$ cat src/rtl/gray_conv_pkg.sv
// Shared types and helpers for the multi-lane Gray/binary converter.
package gray_conv_pkg;

    typedef enum logic {
        MODE_B2G = 1'b0,
        MODE_G2B = 1'b1
    } mode_e;

    // Bits of the gray2bin prefix chain resolved per pipeline stage.
    function automatic int unsigned chunk_bits(input int unsigned width, input int unsigned stages);
        return (stages == 0) ? width : (width + stages - 1) / stages;
    endfunction

    function automatic logic [63:0] bin2gray_f(input logic [63:0] b);
        return b ^ (b >> 1);
    endfunction

    function automatic logic [63:0] gray2bin_f(input logic [63:0] g);
        logic [63:0] b;
        b = g;
        for (int unsigned i = 1; i < 64; i++) begin
            b = b ^ (g >> i);
        end
        return b;
    endfunction

endpackage

$ cat src/rtl/gray_conv_stage.sv
// One pipeline register stage of the converter: resolves one chunk of the
// gray2bin chain for every lane; stage 0 also performs bin2gray outright.
module gray_conv_stage
    import gray_conv_pkg::*;
#(
    parameter int unsigned WIDTH     = 8,
    parameter int unsigned LANES     = 4,
    parameter int unsigned STAGE_IDX = 0,
    parameter int unsigned CHUNK     = 4
) (
    input  logic                   clk_i,
    input  logic                   rst_n_i,
    input  logic                   flush_i,
    input  logic                   in_valid_i,
    output logic                   in_ready_o,
    input  mode_e                  in_mode_i,
    input  logic [LANES*WIDTH-1:0] in_data_i,
    output logic                   out_valid_o,
    input  logic                   out_ready_i,
    output mode_e                  out_mode_o,
    output logic [LANES*WIDTH-1:0] out_data_o
);

    localparam bit          RESOLVES = (STAGE_IDX * CHUNK) < WIDTH;
    localparam int unsigned HI       = RESOLVES ? (WIDTH - 1 - STAGE_IDX * CHUNK) : 0;
    localparam int unsigned LO       = (HI + 1 > CHUNK) ? (HI + 1 - CHUNK) : 0;

    logic [LANES*WIDTH-1:0] nxt_data;

    // Partial word: bits above this stage's chunk are already binary, bits
    // below are still gray, so the lowest resolved bit rides in the word.
    always_comb begin
        nxt_data = in_data_i;
        for (int unsigned l = 0; l < LANES; l++) begin
            if (STAGE_IDX == 0 && in_mode_i == MODE_B2G) begin
                nxt_data[l*WIDTH +: WIDTH] = in_data_i[l*WIDTH +: WIDTH] ^ (in_data_i[l*WIDTH +: WIDTH] >> 1);
            end else if (RESOLVES && in_mode_i == MODE_G2B) begin
                for (int unsigned k = 1; k < WIDTH; k++) begin
                    if ((WIDTH - 1 - k) <= HI && (WIDTH - 1 - k) >= LO) begin
                        nxt_data[l*WIDTH + WIDTH - 1 - k] = in_data_i[l*WIDTH + WIDTH - 1 - k]
                                                          ^ nxt_data[l*WIDTH + WIDTH - k];
                    end
                end
            end
        end
    end

    assign in_ready_o = !out_valid_o || out_ready_i;

    always_ff @(posedge clk_i) begin
        if (!rst_n_i) begin
            out_valid_o <= 1'b0;
            out_mode_o  <= MODE_B2G;
            out_data_o  <= '0;
        end else if (flush_i) begin
            out_valid_o <= 1'b0;
        end else if (in_ready_o) begin
            out_valid_o <= in_valid_i;
            if (in_valid_i) begin
                out_mode_o <= in_mode_i;
                out_data_o <= nxt_data;
            end
        end
    end

endmodule

$ cat src/rtl/gray_conv_pipe.sv
// Multi-lane pipelined Gray/binary converter with run-time direction select
// and valid/ready flow control; STAGES=0 yields a purely combinational path.
module gray_conv_pipe
    import gray_conv_pkg::*;
#(
    parameter int unsigned WIDTH  = 8,
    parameter int unsigned LANES  = 4,
    parameter int unsigned STAGES = 2
) (
    input  logic                   clk_i,
    input  logic                   rst_n_i,
    input  logic                   flush_i,
    input  logic                   mode_i,
    input  logic [LANES-1:0]       lane_en_i,
    input  logic                   in_valid_i,
    output logic                   in_ready_o,
    input  logic [LANES*WIDTH-1:0] data_i,
    output logic                   out_valid_o,
    input  logic                   out_ready_i,
    output logic                   mode_o,
    output logic [LANES*WIDTH-1:0] data_o
);

    logic [LANES*WIDTH-1:0] masked;

    // Disabled lanes are zeroed on entry; zero converts to zero both ways.
    always_comb begin
        masked = '0;
        for (int unsigned l = 0; l < LANES; l++) begin
            if (lane_en_i[l]) masked[l*WIDTH +: WIDTH] = data_i[l*WIDTH +: WIDTH];
        end
    end

    generate
        if (STAGES == 0) begin : g_comb
            always_comb begin
                logic [WIDTH-1:0] w;
                logic [WIDTH-1:0] r;
                data_o = '0;
                for (int unsigned l = 0; l < LANES; l++) begin
                    w = masked[l*WIDTH +: WIDTH];
                    r = '0;
                    if (mode_i) begin
                        r[WIDTH-1] = w[WIDTH-1];
                        for (int unsigned k = 1; k < WIDTH; k++) begin
                            r[WIDTH-1-k] = w[WIDTH-1-k] ^ r[WIDTH-k];
                        end
                    end else begin
                        r = w ^ (w >> 1);
                    end
                    if (in_valid_i) data_o[l*WIDTH +: WIDTH] = r;
                end
            end

            assign out_valid_o = in_valid_i;
            assign mode_o      = mode_i;
            assign in_ready_o  = out_ready_i && !flush_i && rst_n_i;
        end else begin : g_pipe
            localparam int unsigned CHUNK = chunk_bits(WIDTH, STAGES);

            logic [STAGES:0]        stg_valid;
            logic [STAGES:0]        stg_ready;
            mode_e                  stg_mode [STAGES+1];
            logic [LANES*WIDTH-1:0] stg_data [STAGES+1];

            assign stg_valid[0]      = in_valid_i;
            assign stg_mode[0]       = mode_e'(mode_i);
            assign stg_data[0]       = masked;
            assign stg_ready[STAGES] = out_ready_i;

            for (genvar s = 0; s < STAGES; s++) begin : g_stage
                gray_conv_stage #(
                    .WIDTH    (WIDTH),
                    .LANES    (LANES),
                    .STAGE_IDX(s),
                    .CHUNK    (CHUNK)
                ) u_stage (
                    .clk_i      (clk_i),
                    .rst_n_i    (rst_n_i),
                    .flush_i    (flush_i),
                    .in_valid_i (stg_valid[s]),
                    .in_ready_o (stg_ready[s]),
                    .in_mode_i  (stg_mode[s]),
                    .in_data_i  (stg_data[s]),
                    .out_valid_o(stg_valid[s+1]),
                    .out_ready_i(stg_ready[s+1]),
                    .out_mode_o (stg_mode[s+1]),
                    .out_data_o (stg_data[s+1])
                );
            end

            assign in_ready_o  = stg_ready[0] && !flush_i && rst_n_i;
            assign out_valid_o = stg_valid[STAGES];
            assign mode_o      = stg_mode[STAGES];
            assign data_o      = stg_data[STAGES];
        end
    endgenerate

endmodule

$ cat config.mk
export PLATFORM = sky130hd
export DESIGN_NAME = gray_conv_pipe
export DESIGN_NICKNAME = d
export VERILOG_FILES = /design/src/rtl/gray_conv_pkg.sv /design/src/rtl/gray_conv_stage.sv /design/src/rtl/gray_conv_pipe.sv
export SDC_FILE = /design/constraint.sdc
export NUM_CORES = 1
export LEC_CHECK = 0
export CORE_MARGIN = 3
export CORE_UTILIZATION = 57
export CTS_BUF_LIST = sky130_fd_sc_hd__clkbuf_16
export CTS_CLUSTER_SIZE = 12
export DETAILED_ROUTE_END_ITERATION = 8
export DONT_BUFFER_PORTS = 1
export GPL_ROUTABILITY_DRIVEN = 0
export GPL_TIMING_DRIVEN = 0
export MAX_ROUTING_LAYER = met4
export PLACE_DENSITY_LB_ADDON = 0.05
export SYNTH_ARGS = -nofsm -noshare
export SYNTH_HDL_FRONTEND = slang
export SYNTH_SLANG_ARGS = --single-unit
$ cat constraint.sdc
create_clock -name clk_i -period 1.5 [get_ports clk_i]
set_input_delay 0.075 -clock clk_i [delete_from_list [all_inputs] [get_ports clk_i]]
set_output_delay 0.075 -clock clk_i [all_outputs]
set_load 0.1 [all_outputs]
# --- Word-level counts from Yosys, hierarchy flattened ---
# Index checks and enable logic that the tools add are counted.
totals:
  output_inout_bits: 35
  ff_bits: 68
classes:
  muxes: 40
  bitwise: 34
  reduce_logical: 10
op_table:
  columns: ["cell", "n"]
  rows:
  - ["4-bit two-way mux", 8]
  - ["8-bit two-way mux", 4]
  - ["8-bit by 7-bit XOR with 8-bit output", 4]
  - ["1-bit XOR", 28]
  - ["1-bit two-way mux", 24]
  - ["3-bit two-way mux", 4]
  - ["3-bit AND reduction", 2]
  - ["1-bit logical NOT", 3]
  - ["1-bit logical AND", 2]
  - ["1-bit logical OR", 2]
  - ["1-bit inverter", 2]
  - ["2-bit OR reduction", 1]

# --- Logic depth before layout (Yosys ltp) ---
# Gate-level depths: netlist of run 1.
logic_depth:
  ltp_word: 8
  ltp_mapped: 6

# --- Modules after synthesis ---
# A second synthesis of run 1 with hierarchy kept.
hier_totals:
  hier_cells: 401
  hier_area_um2: 3450.8
modules_own_cells:
  columns: ["module", "n_inst", "area_each_um2", "cells_per_inst"]
  rows:
  - ["gray_conv_stage at g_pipe.g_stage[0].u_stage", 1, 1737.9, 192]
  - ["gray_conv_stage at g_pipe.g_stage[1].u_stage", 1, 1503.9, 176]
  - ["gray_conv_pipe", 1, 209.0, 33]

# --- Worst setup path after synthesis of run 1 ---
# OpenSTA, ideal clock, no wires.
synth_path:
  path_kind: "flip-flop to output port"
  start: "register g_pipe.g_stage[1].u_stage.out_valid_o"
  end: "output port in_ready_o"
  path_stages_with_launch: 3
  required_time_ns: 1.425
  t_arrival_ns: 2.286
  setup_slack_ns: -0.861
  n_path_buf: 0
  path_cell_list: "dfxtp_1 > and3b_4 > nor2_1"
synth_via:
  elab_chain_len: 5
synth_rtl:
  columns: ["element", "line", "rtl"]
  rows:
  - ["start: declaration", "gray_conv_stage.sv:18", "output logic out_valid_o,"]
  - ["start signal: assignment", "gray_conv_stage.sv:58", "out_valid_o <= in_valid_i;"]
  - ["1-bit logical NOT", "gray_conv_stage.sv:48", "assign in_ready_o = !out_valid_o || out_ready_i;"]
  - ["1-bit logical OR (2 in series)", "gray_conv_stage.sv:48", null]
  - ["1-bit logical AND (2 in series)", "gray_conv_pipe.sv:92", "assign in_ready_o = stg_ready[0] && !flush_i && rst_n_i;"]
  - ["end: declaration", "gray_conv_pipe.sv:16", "output logic in_ready_o,"]
# Every way passes these cells.

# --- Worst setup path in the final report of run 1 ---
layout_path:
  start: "register g_pipe.g_stage[1].u_stage.out_valid_o"
  end: "register g_pipe.g_stage[1].u_stage.out_data_o[0]"
layout_via:
  elab_chain_len: 3
layout_rtl:
  columns: ["element", "line", "rtl"]
  rows:
  - ["1-bit logical NOT", "gray_conv_stage.sv:48", null]
  - ["1-bit logical OR", "gray_conv_stage.sv:48", null]
  - ["3-bit AND reduction (no source line)", null, null]
  - ["end signal: assignment", "gray_conv_stage.sv:61", "out_data_o <= nxt_data;"]
  - ["end: declaration", "gray_conv_stage.sv:21", "output logic [LANES*WIDTH-1:0] out_data_o"]
# Every way passes these cells.
# A chain may end at the register's enable or synchronous reset.

==> summary by stage, run 1 <==
GRT
The number of antenna violations at the first check in global routing is 0. The total congestion overflow after global routing is 0. The number of global-route vias before repair is 3,093. The maximum number of pins on one net before global-route repair is 12. The wire length of the first global-routing pass is about 15 mm. The total routing usage reported by global routing is a little under a third.

Logic synthesis
After synthesis, the share of flip-flops with an asynchronous set or reset is 0%. The flip-flop and latch count after synthesis is between 60 and 70. After synthesis, the cell types taking the most area are dfxtp_1, nand2_1, a21oi_1. The post-synthesis cell count is 391. The top cell type by area accounts for 42.4% of the synthesized area. Synthesis instantiated 31 different standard cells from the library.

The synthesized netlist net count is approximately 430. The mean cell area of the mapped netlist is 8.22 um^2. The synthesized netlist occupies a cell area of ~3200 um^2. The Yosys step of the flow raised 0 warnings. Sequential cells were found to cover ~42% of the synthesized design area.

The synthesized design contains 0 enable-type register cells. The largest total area in the synthesized netlist belongs to dfxtp_1. The flip-flop cell with the highest count after synthesis is dfxtp_1.

Clock network
The clock root buffer is clkbuf_16. After clock tree synthesis, the clock-pin slew on the worst setup and hold paths is approximately 0.060 ns. The clock latency on the worst-skew pair is about 0.33 ns. The clock tree from TritonCTS is yes.

The worst-case clock buffer depth is 2. For this design, the sink count on the clock tree is approximately 70. The depth of the CTS H-tree is 3. The clock buffer count from CTS is 9.

Worst setup path
By startpoint and endpoint, the worst setup path is classified as flip-flop to flip-flop. STA classifies the critical path startpoint as a flip-flop. The source of the worst register-to-register timing path is g_pipe.g_stage[1].u_stage.out_valid_o$_SDFFE_PP0P_.

The critical path arrival is 2.12 ns. Across all register-to-register paths, the minimum setup slack is -0.44 ns. Along the worst path, the maximum fanout reaches 5.

The data required time of the critical path is around 1.7 ns. The type of element capturing the critical path is a flip-flop. The number of cells on the worst reg-to-reg path is 6. The end of the worst register-to-register path is g_pipe.g_stage[1].u_stage.out_data_o[0]$_SDFFE_PN0P_.

Die
Measured along the y axis, the die boundary spans 81.1 um. The core region is approximately 5300 um^2. For this configuration, the core starts out at a cell density of a little over 60%. The floorplan step set the die width to about 81 um. Pin placement for this block handled 77 I/O pins.

The number of cell rows is 26. The overall die area is 6570 um^2.

Finish
The number of diodes is 0. The leading cell type in the layout, fill and taps excluded is dfxtp_1. The fraction of layout cells with a size suffix above 1 is between 30 and 40%. The layout-stage area growth over the synthesis result is 49.1%. The post-layout instance count excluding filler cells is about 520.

The total non-filler cell area in the finished layout is around 4800 um^2. In the layout the commonest cells are dfxtp_1, a21oi_2, nand3_1, nand2_1, nand2_4. Counting the fill cells in the layout gives between 200 and 250. The final layout contains 489 nets.

Pwr
The relative contribution of sequential cells to total power is a little over two fifths. The switching power share of the total is 28.4%. The leakage power total is around 0.0018 uW.

The fraction of power consumed by the clock network is between 40 and 50%. Cell internal power was estimated by the tool at around 3400 uW. VDD sags by at most roughly 0.74 mV.

The analysis attributes to net switching a power of around 1400 uW. Combinational logic burns 14.2% of the power. For this design the ratio of total power to cell area is about 1000 nW/um^2.

Timing
Hold timing on the final database bottoms out at a slack of between 0.008 and 0.009 ns. Based on the critical path, the design can be clocked at up to 0.515 GHz. Setup violations remaining at the end of the flow were counted as 67.

The clock skew after layout is around 0.0053 ns. The remaining max-slew budget at the tightest pin is approximately 29%. The number of hold violations in the final report is 0. The worst path uses 129% of the clock period. Setup repair after global routing could not meet its margin everywhere.

The final count of pins violating max slew is 0. The transition at the pin with the smallest max-transition slack is between 1 and 1.5 ns. Setup slack on the critical path of the routed design comes to -0.441 ns. Subtracting the final worst setup slack from the clock period gives 1.94 ns.

Detailed routing
The starting DRC count in detailed routing is around 350. The via count is 3,365. The number of search-and-repair iterations in the first detailed-routing pass is 5. The detail route stage leaves a number of antenna-violating nets equal to 0.

The routed design has roughly 12 mm of wire. The count of unresolved DRC violations after routing is 0. The average wire per standard cell is 23.4 um. The number of vias per cell is between 6 and 7.

Place
The total half-perimeter wirelength after legalization and detailed placement is ~5.7 mm. The standard cell area after detailed placement is approximately 3300 um^2. Timing analysis after detailed placement gives a worst setup slack of -0.473 ns. The number of placed cells counting well taps is around 460.

Port buffering added 0 buffers.

Min path
The startpoint identified for the worst hold timing path is data_i[1]. The tightest min-delay check is of the input pin to flip-flop type. The worst hold path terminates at g_pipe.g_stage[0].u_stage.out_data_o[1]$_SDFFE_PN0P_. The cell depth of the worst hold path is 3.

Status
The checks that failed: negative setup slack. The run finished, with violations left.

Flow run
The tool flagged a number of max-cap violations equal to 0.
-- metal layers --
layer / track usage (%) / share of wire [%] / vias to the layer above
met5: - / 0 / -
met4: 16.7 / 5.7 / 0
met3: 6.54 / 8.7 / 71
met2: 54.2 / 50 / 233
met1: 35.3 / 36 / 1627
li1: - / - / 1434
-- critical path, cell delays in order (launching register included) --
cell     delay, ns
dfxtp_4       0.45
and2b_2       0.28
nor3b_4       0.26
buf_6         0.17
buf_6         0.14
o21ai_0       0.09
nor3_1        0.41
-- metrics by stage --
step	utilization (%)	TNS (ns)	power [uW]
after floorplan	-	-1.65	2370
after global placement	63.4	-16.90	2450
after detailed placement	63.4	-17.48	2460
after CTS	79.9	-9.68	4560
after global routing	90.9	-16.50	4880
final	90.9	-14.37	4790
-- power by group through the flow --
stage / sequential [uW] / combinational (uW) / clock, uW
after floorplan: 2040 / 327 / 0
after global placement: 2050 / 394 / 0
after detailed placement: 2050 / 402 / 0
after CTS: 2020 / 531 / 2010
after global routing: 2040 / 708 / 2140
final: 2040 / 680 / 2080
-- how the worst max path moves through the flow --
stage,slack (ns),cells after the start,startpoint,to
after global routing,-0.44,6,g_pipe.g_stage[1].u_stage.out_valid_o$_SDFFE_PP0P_,g_pipe.g_stage[1].u_stage.out_data_o[0]$_SDFFE_PN0P_
after detailed placement,-0.47,6,g_pipe.g_stage[1].u_stage.out_valid_o$_SDFFE_PP0P_,g_pipe.g_stage[0].u_stage.out_data_o[27]$_SDFFE_PN0P_
final,-0.44,6,g_pipe.g_stage[1].u_stage.out_valid_o$_SDFFE_PP0P_,g_pipe.g_stage[1].u_stage.out_data_o[0]$_SDFFE_PN0P_
after global placement,-0.48,6,g_pipe.g_stage[1].u_stage.out_valid_o$_SDFFE_PP0P_,g_pipe.g_stage[0].u_stage.out_data_o[1]$_SDFFE_PN0P_
after CTS,-0.24,6,g_pipe.g_stage[1].u_stage.out_valid_o$_SDFFE_PP0P_,g_pipe.g_stage[0].u_stage.out_data_o[4]$_SDFFE_PN0P_
after floorplan,-0.17,6,g_pipe.g_stage[1].u_stage.out_valid_o$_SDFFE_PP0P_,g_pipe.g_stage[0].u_stage.out_data_o[4]$_SDFFE_PN0P_
-- sequential cells by signal (all words and copies together) (netlist names) --
name,count
g_pipe.g_stage.u_stage.out_data_o,64
g_pipe.g_stage.u_stage.out_valid_o,2
g_pipe.g_stage.u_stage.out_mode_o,2
-- cell type report --
cell class,count,area (um^2),area share [%]
flip-flops and latches,68,1370,28.5
repair buffers,46,538,11.2
clock inverters,7,57.6,1.20
clock buffers,9,225,4.70
multi-input cells,292,2260,47.1
plain buffers,28,251,5.25
well taps,70,87.6,1.83
inverters,2,7.51,0.157
-- cells by family after synthesis --
family                    count (synthesis)  share of synthesized area (%)
and+or+nand+nor                         158                           24.0
AOI/OAI and AO/OA                        82                           14.2
DFF                                      68                           42.4
xor gates and xnor gates                 50                           14.6
buffers and inverters                    31                           4.28
muxes                                     2                          0.623
-- cell usage after synthesis, types with 8 or more instances --
| library cell | instances |
|---|---|
| a211oi_1 | 8 |
| a21oi_1 | 54 |
| buf_2 | 8 |
| clkbuf_1 | 18 |
| dfxtp_1 | 68 |
| nand2_1 | 78 |
| nand2b_1 | 17 |
| nand3_1 | 32 |
| nor2_1 | 11 |
| o21ai_0 | 10 |
| xnor2_1 | 24 |
| xor2_1 | 24 |
-- timing repair --
item / CTS / global route
gates cloned: 5 / 3
resized for setup: 70 / 128
hold buffers: 20 / 0
pin swaps: 20 / 49
setup buffers: 14 / 7
setup endpoints to repair: 67 / 67
endpoints found under the hold margin: 26 / 0
(Power assumes the default switching activity.)
==> run 2, diff against run 1 <==
- CORE_UTILIZATION: 57 -> 60
- clock period: 1.5 -> 1.79 ns (I/O delays scaled with it)
==> run 2 against run 1 <==
The flow now finishes without violations. Fmax rose by 8.9%. Register-to-register slack better by 0.45 ns. Die area is 4.6% lower. Final area shrank 21%. Worst setup slack better by 0.45 ns. Combinational power fell by 44%. First-iteration DRC count shrank 35%. Clock skew decreased by 0.0024 ns. Core utilization decreased by 17 points. Sequential share of layout area is 7.4 points higher. Critical path type unchanged. Highest routed layer unchanged.
==> summary by stage, run 2 (synthesis results as in run 1) <==
Worst setup path
The worst reg-to-reg path cell count is 6 (unchanged). The data required time of the critical path was 2.02 ns (was 1.68 ns). The category of the worst setup path launch point is a flip-flop (unchanged). The type of the setup path with the least slack was flip-flop to flip-flop (unchanged). The largest driver fanout on the critical path came to 10 (was 5). The type of element capturing the critical path is a flip-flop (unchanged). The setup slack of the most critical reg-to-reg path is 0.008 ns (was -0.44 ns).

The source of the worst register-to-register timing path was g_pipe.g_stage[1].u_stage.out_valid_o$_SDFFE_PP0P_ (unchanged). The critical path startpoint is g_pipe.g_stage[1].u_stage.out_valid_o$_SDFFE_PP0P_ (unchanged). The critical path arrival is 2.01 ns (was 2.12 ns). The end of the worst register-to-register path is g_pipe.g_stage[0].u_stage.out_data_o[4]$_SDFFE_PN0P_ (was g_pipe.g_stage[1].u_stage.out_data_o[0]$_SDFFE_PN0P_).

GRT
The number of antenna violations at the first check in global routing came to 0 (unchanged). The number of global-route vias before repair is 2,740 (was 3,093). The total congestion overflow after global routing is 0 (unchanged). The wire length of the first global-routing pass is 13.1 mm (was 15.2 mm). The total routing usage reported by global routing came to 28.2% (was 32.0%). The maximum number of pins on one net before global-route repair was 12 (unchanged).

Die
The overall die area was 6270 um^2 (was 6570 um^2). The starting utilization of the core area came to 62.5% (was 61.0%). The area of the core is 5140 um^2 (was 5270 um^2). The chip width is 79.2 um (was 81.1 um). The I/O pin total came to 77 (unchanged). The overall die height is 79.2 um (was 81.1 um). The number of cell rows is 26 (unchanged).

Timing
The remaining max-slew budget at the tightest pin was 32.9% (was 29.0%). The transition at the pin with the smallest max-transition slack was 1.00 ns (was 1.06 ns). The minimum hold slack came to 0.00359 ns (was 0.00847 ns). The final count of pins violating max slew is 0 (unchanged). The sum of negative setup slack was 0 ns (was -14.37 ns). Setup repair after global routing missed its margin: yes (unchanged).

The clock skew after layout is 0.00289 ns (was 0.00527 ns). The shortest period the worst path allows is 1.78 ns (was 1.94 ns). The highest attainable clock frequency came to 0.561 GHz (was 0.515 GHz).

The final cycle utilization of the critical path is 99.6% (was 129%). The final number of setup-violating endpoints came to 0 (was 67). The number of hold violations in the final report is 0 (unchanged).

Min path
The cell depth of the worst hold path came to 2 (was 3). The launch instance of the worst min-delay path was rst_n_i (was data_i[1]). The type of the worst min-delay path is input pin to flip-flop (unchanged). The endpoint of the worst hold path is g_pipe.g_stage[1].u_stage.out_data_o[3]$_SDFFE_PN0P_ (was g_pipe.g_stage[0].u_stage.out_data_o[1]$_SDFFE_PN0P_).

Finish
The area occupied by multi-input gates is 1740 um^2 (was 2260 um^2). The leading cell type in the layout, fill and taps excluded is nand2_1 (was dfxtp_1). Leading cell types in the layout, fill and taps excluded: nand2_1, dfxtp_1, a21oi_1, nand3_1 (was dfxtp_1, a21oi_2, nand3_1, nand2_1, nand2_4). The number of flip-flops under the largest register name came to 64 (unchanged). The sequential cell area in the final layout is 1370 um^2 (unchanged). The most flop-heavy register is g_pipe.g_stage.u_stage.out_data_o (unchanged). The number of diodes is 0 (unchanged). The fraction of layout cells with a size suffix above 1 is 9.91% (was 36.5%). The net count of the finished layout is 461 (was 489). The layout-stage area growth over the synthesis result was 18.5% (was 49.1%). Biggest regs: g_pipe.g_stage.u_stage.out_data_o x64, g_pipe.g_stage.u_stage.out_mode_o x2, g_pipe.g_stage.u_stage.out_valid_o x2 (unchanged).

The final-layout fill cell count is 445 (was 213).

Clock network
The CTS clock-pin slew for the worst setup and hold paths is 0.06 ns (about the same). The number of sinks handled by clock tree synthesis is 68 (unchanged). The clock tree from TritonCTS was yes (unchanged). The depth of the CTS H-tree came to 3 (unchanged). The clock buffer count from CTS is 9 (unchanged). The clock latency on the worst-skew pair is 0.33 ns (about the same). The worst-case clock buffer depth is 2 (unchanged). The clock root buffer was clkbuf_16 (unchanged).

Detailed routing
The detailed-routing wirelength on met1 was 3.71 mm (was 4.39 mm). The number of search-and-repair iterations in the first detailed-routing pass is 5 (unchanged). The routed wire length on met3 is 591 um (was 1.06 mm). The starting DRC count in detailed routing is 231 (was 354).

The via count is 2,773 (was 3,365). The aggregate routed wire length is 8.41 mm (was 12.2 mm). The number of vias per cell came to 5.61 (was 6.45). The average wire per standard cell is 17.0 um (was 23.4 um). The number of nets with antenna violations after routing is 0 (unchanged). The count of unresolved DRC violations after routing was 0 (unchanged). The highest metal layer used by the detailed router is met4 (unchanged).

The routed length on met2 came to 3.98 mm (was 6.07 mm).

Pwr
The total power density per cell area is 990 nW/um^2 (was 1000 nW/um^2). The peak supply drop is 0.758 mV (was 0.743 mV). The leakage power total was 0.00136 uW (was 0.00179 uW).

Flow run
The number of max-cap violations is 0 (unchanged).

Place
The total half-perimeter wirelength after legalization and detailed placement is 5.56 mm (was 5.71 mm). The number of I/O port buffers came to 0 (unchanged).

Status
Outcome: completed (was finished, violations left).
-- run 2: metal layers --
metal  global-route usage [%]  vias up
met1                     35.9     1286
li1                         -     1368
met3                     6.12       12
met2                     44.8      107
met5                        -        -
met4                     9.62        0
-- run 2: layout make-up --
class,count,area share (%)
inverter,2,0.197
sequential,68,35.9
tap,70,2.30
clock inverter,7,1.51
multi-input combinational,292,45.7
buffer,29,4.30
timing repair buffer,17,4.24
clock buffer,9,5.92
-- run 2: power breakdown --
group | switching (uW) | internal [uW] | leakage (uW)
Clock | 640 | 1060 | 0.000144
Sequential | 135 | 1560 | 0.000552
Combinational | 211 | 170 | 0.000659
-- run 2: metrics by stage --
stage / cell area [um^2] / std cells / total power (uW) / utilization (%) / setup slack, ns
3_5_place_dp: 3300 / 461 / 2050 / 64.3 / -0.302
3_3_place_gp: 3300 / 461 / 2050 / 64.3 / -0.249
4_1_cts: 3750 / 492 / 3740 / 73.1 / 0.00536
2_1_floorplan: 3220 / 391 / 1980 / - / 0.0221
6_report: 3810 / 494 / 3770 / 74.1 / 0.00782
5_1_grt: 3810 / 494 / 3860 / 74.1 / -0.0572
-- run 2: worst max-delay path by stage --
stage	depth (start not counted)	endpoint
floorplan	6	g_pipe.g_stage[0].u_stage.out_data_o[4]$_SDFFE_PN0P_
global placement	6	g_pipe.g_stage[0].u_stage.out_data_o[1]$_SDFFE_PN0P_
detailed placement	6	g_pipe.g_stage[0].u_stage.out_data_o[2]$_SDFFE_PN0P_
CTS	6	g_pipe.g_stage[0].u_stage.out_data_o[4]$_SDFFE_PN0P_
global route	6	g_pipe.g_stage[0].u_stage.out_data_o[4]$_SDFFE_PN0P_
finish	6	g_pipe.g_stage[0].u_stage.out_data_o[4]$_SDFFE_PN0P_
-- run 2: critical path: stages, from the launching register on --
cell     delay, ns
dfxtp_4       0.45
and3b_4       0.24
or3b_1        0.35
buf_2         0.18
buf_6         0.15
and2_1        0.15
o21a_1        0.15
-- run 2: timing repair --
item                                    CTS  global route
hold buffers                             12             0
endpoints found under the setup margin   59            42
pin swaps                                 2             0
endpoints found under the hold margin    15             0
gates resized for setup                   9            17
buffers inserted                          3             2
cloned                                    0             0
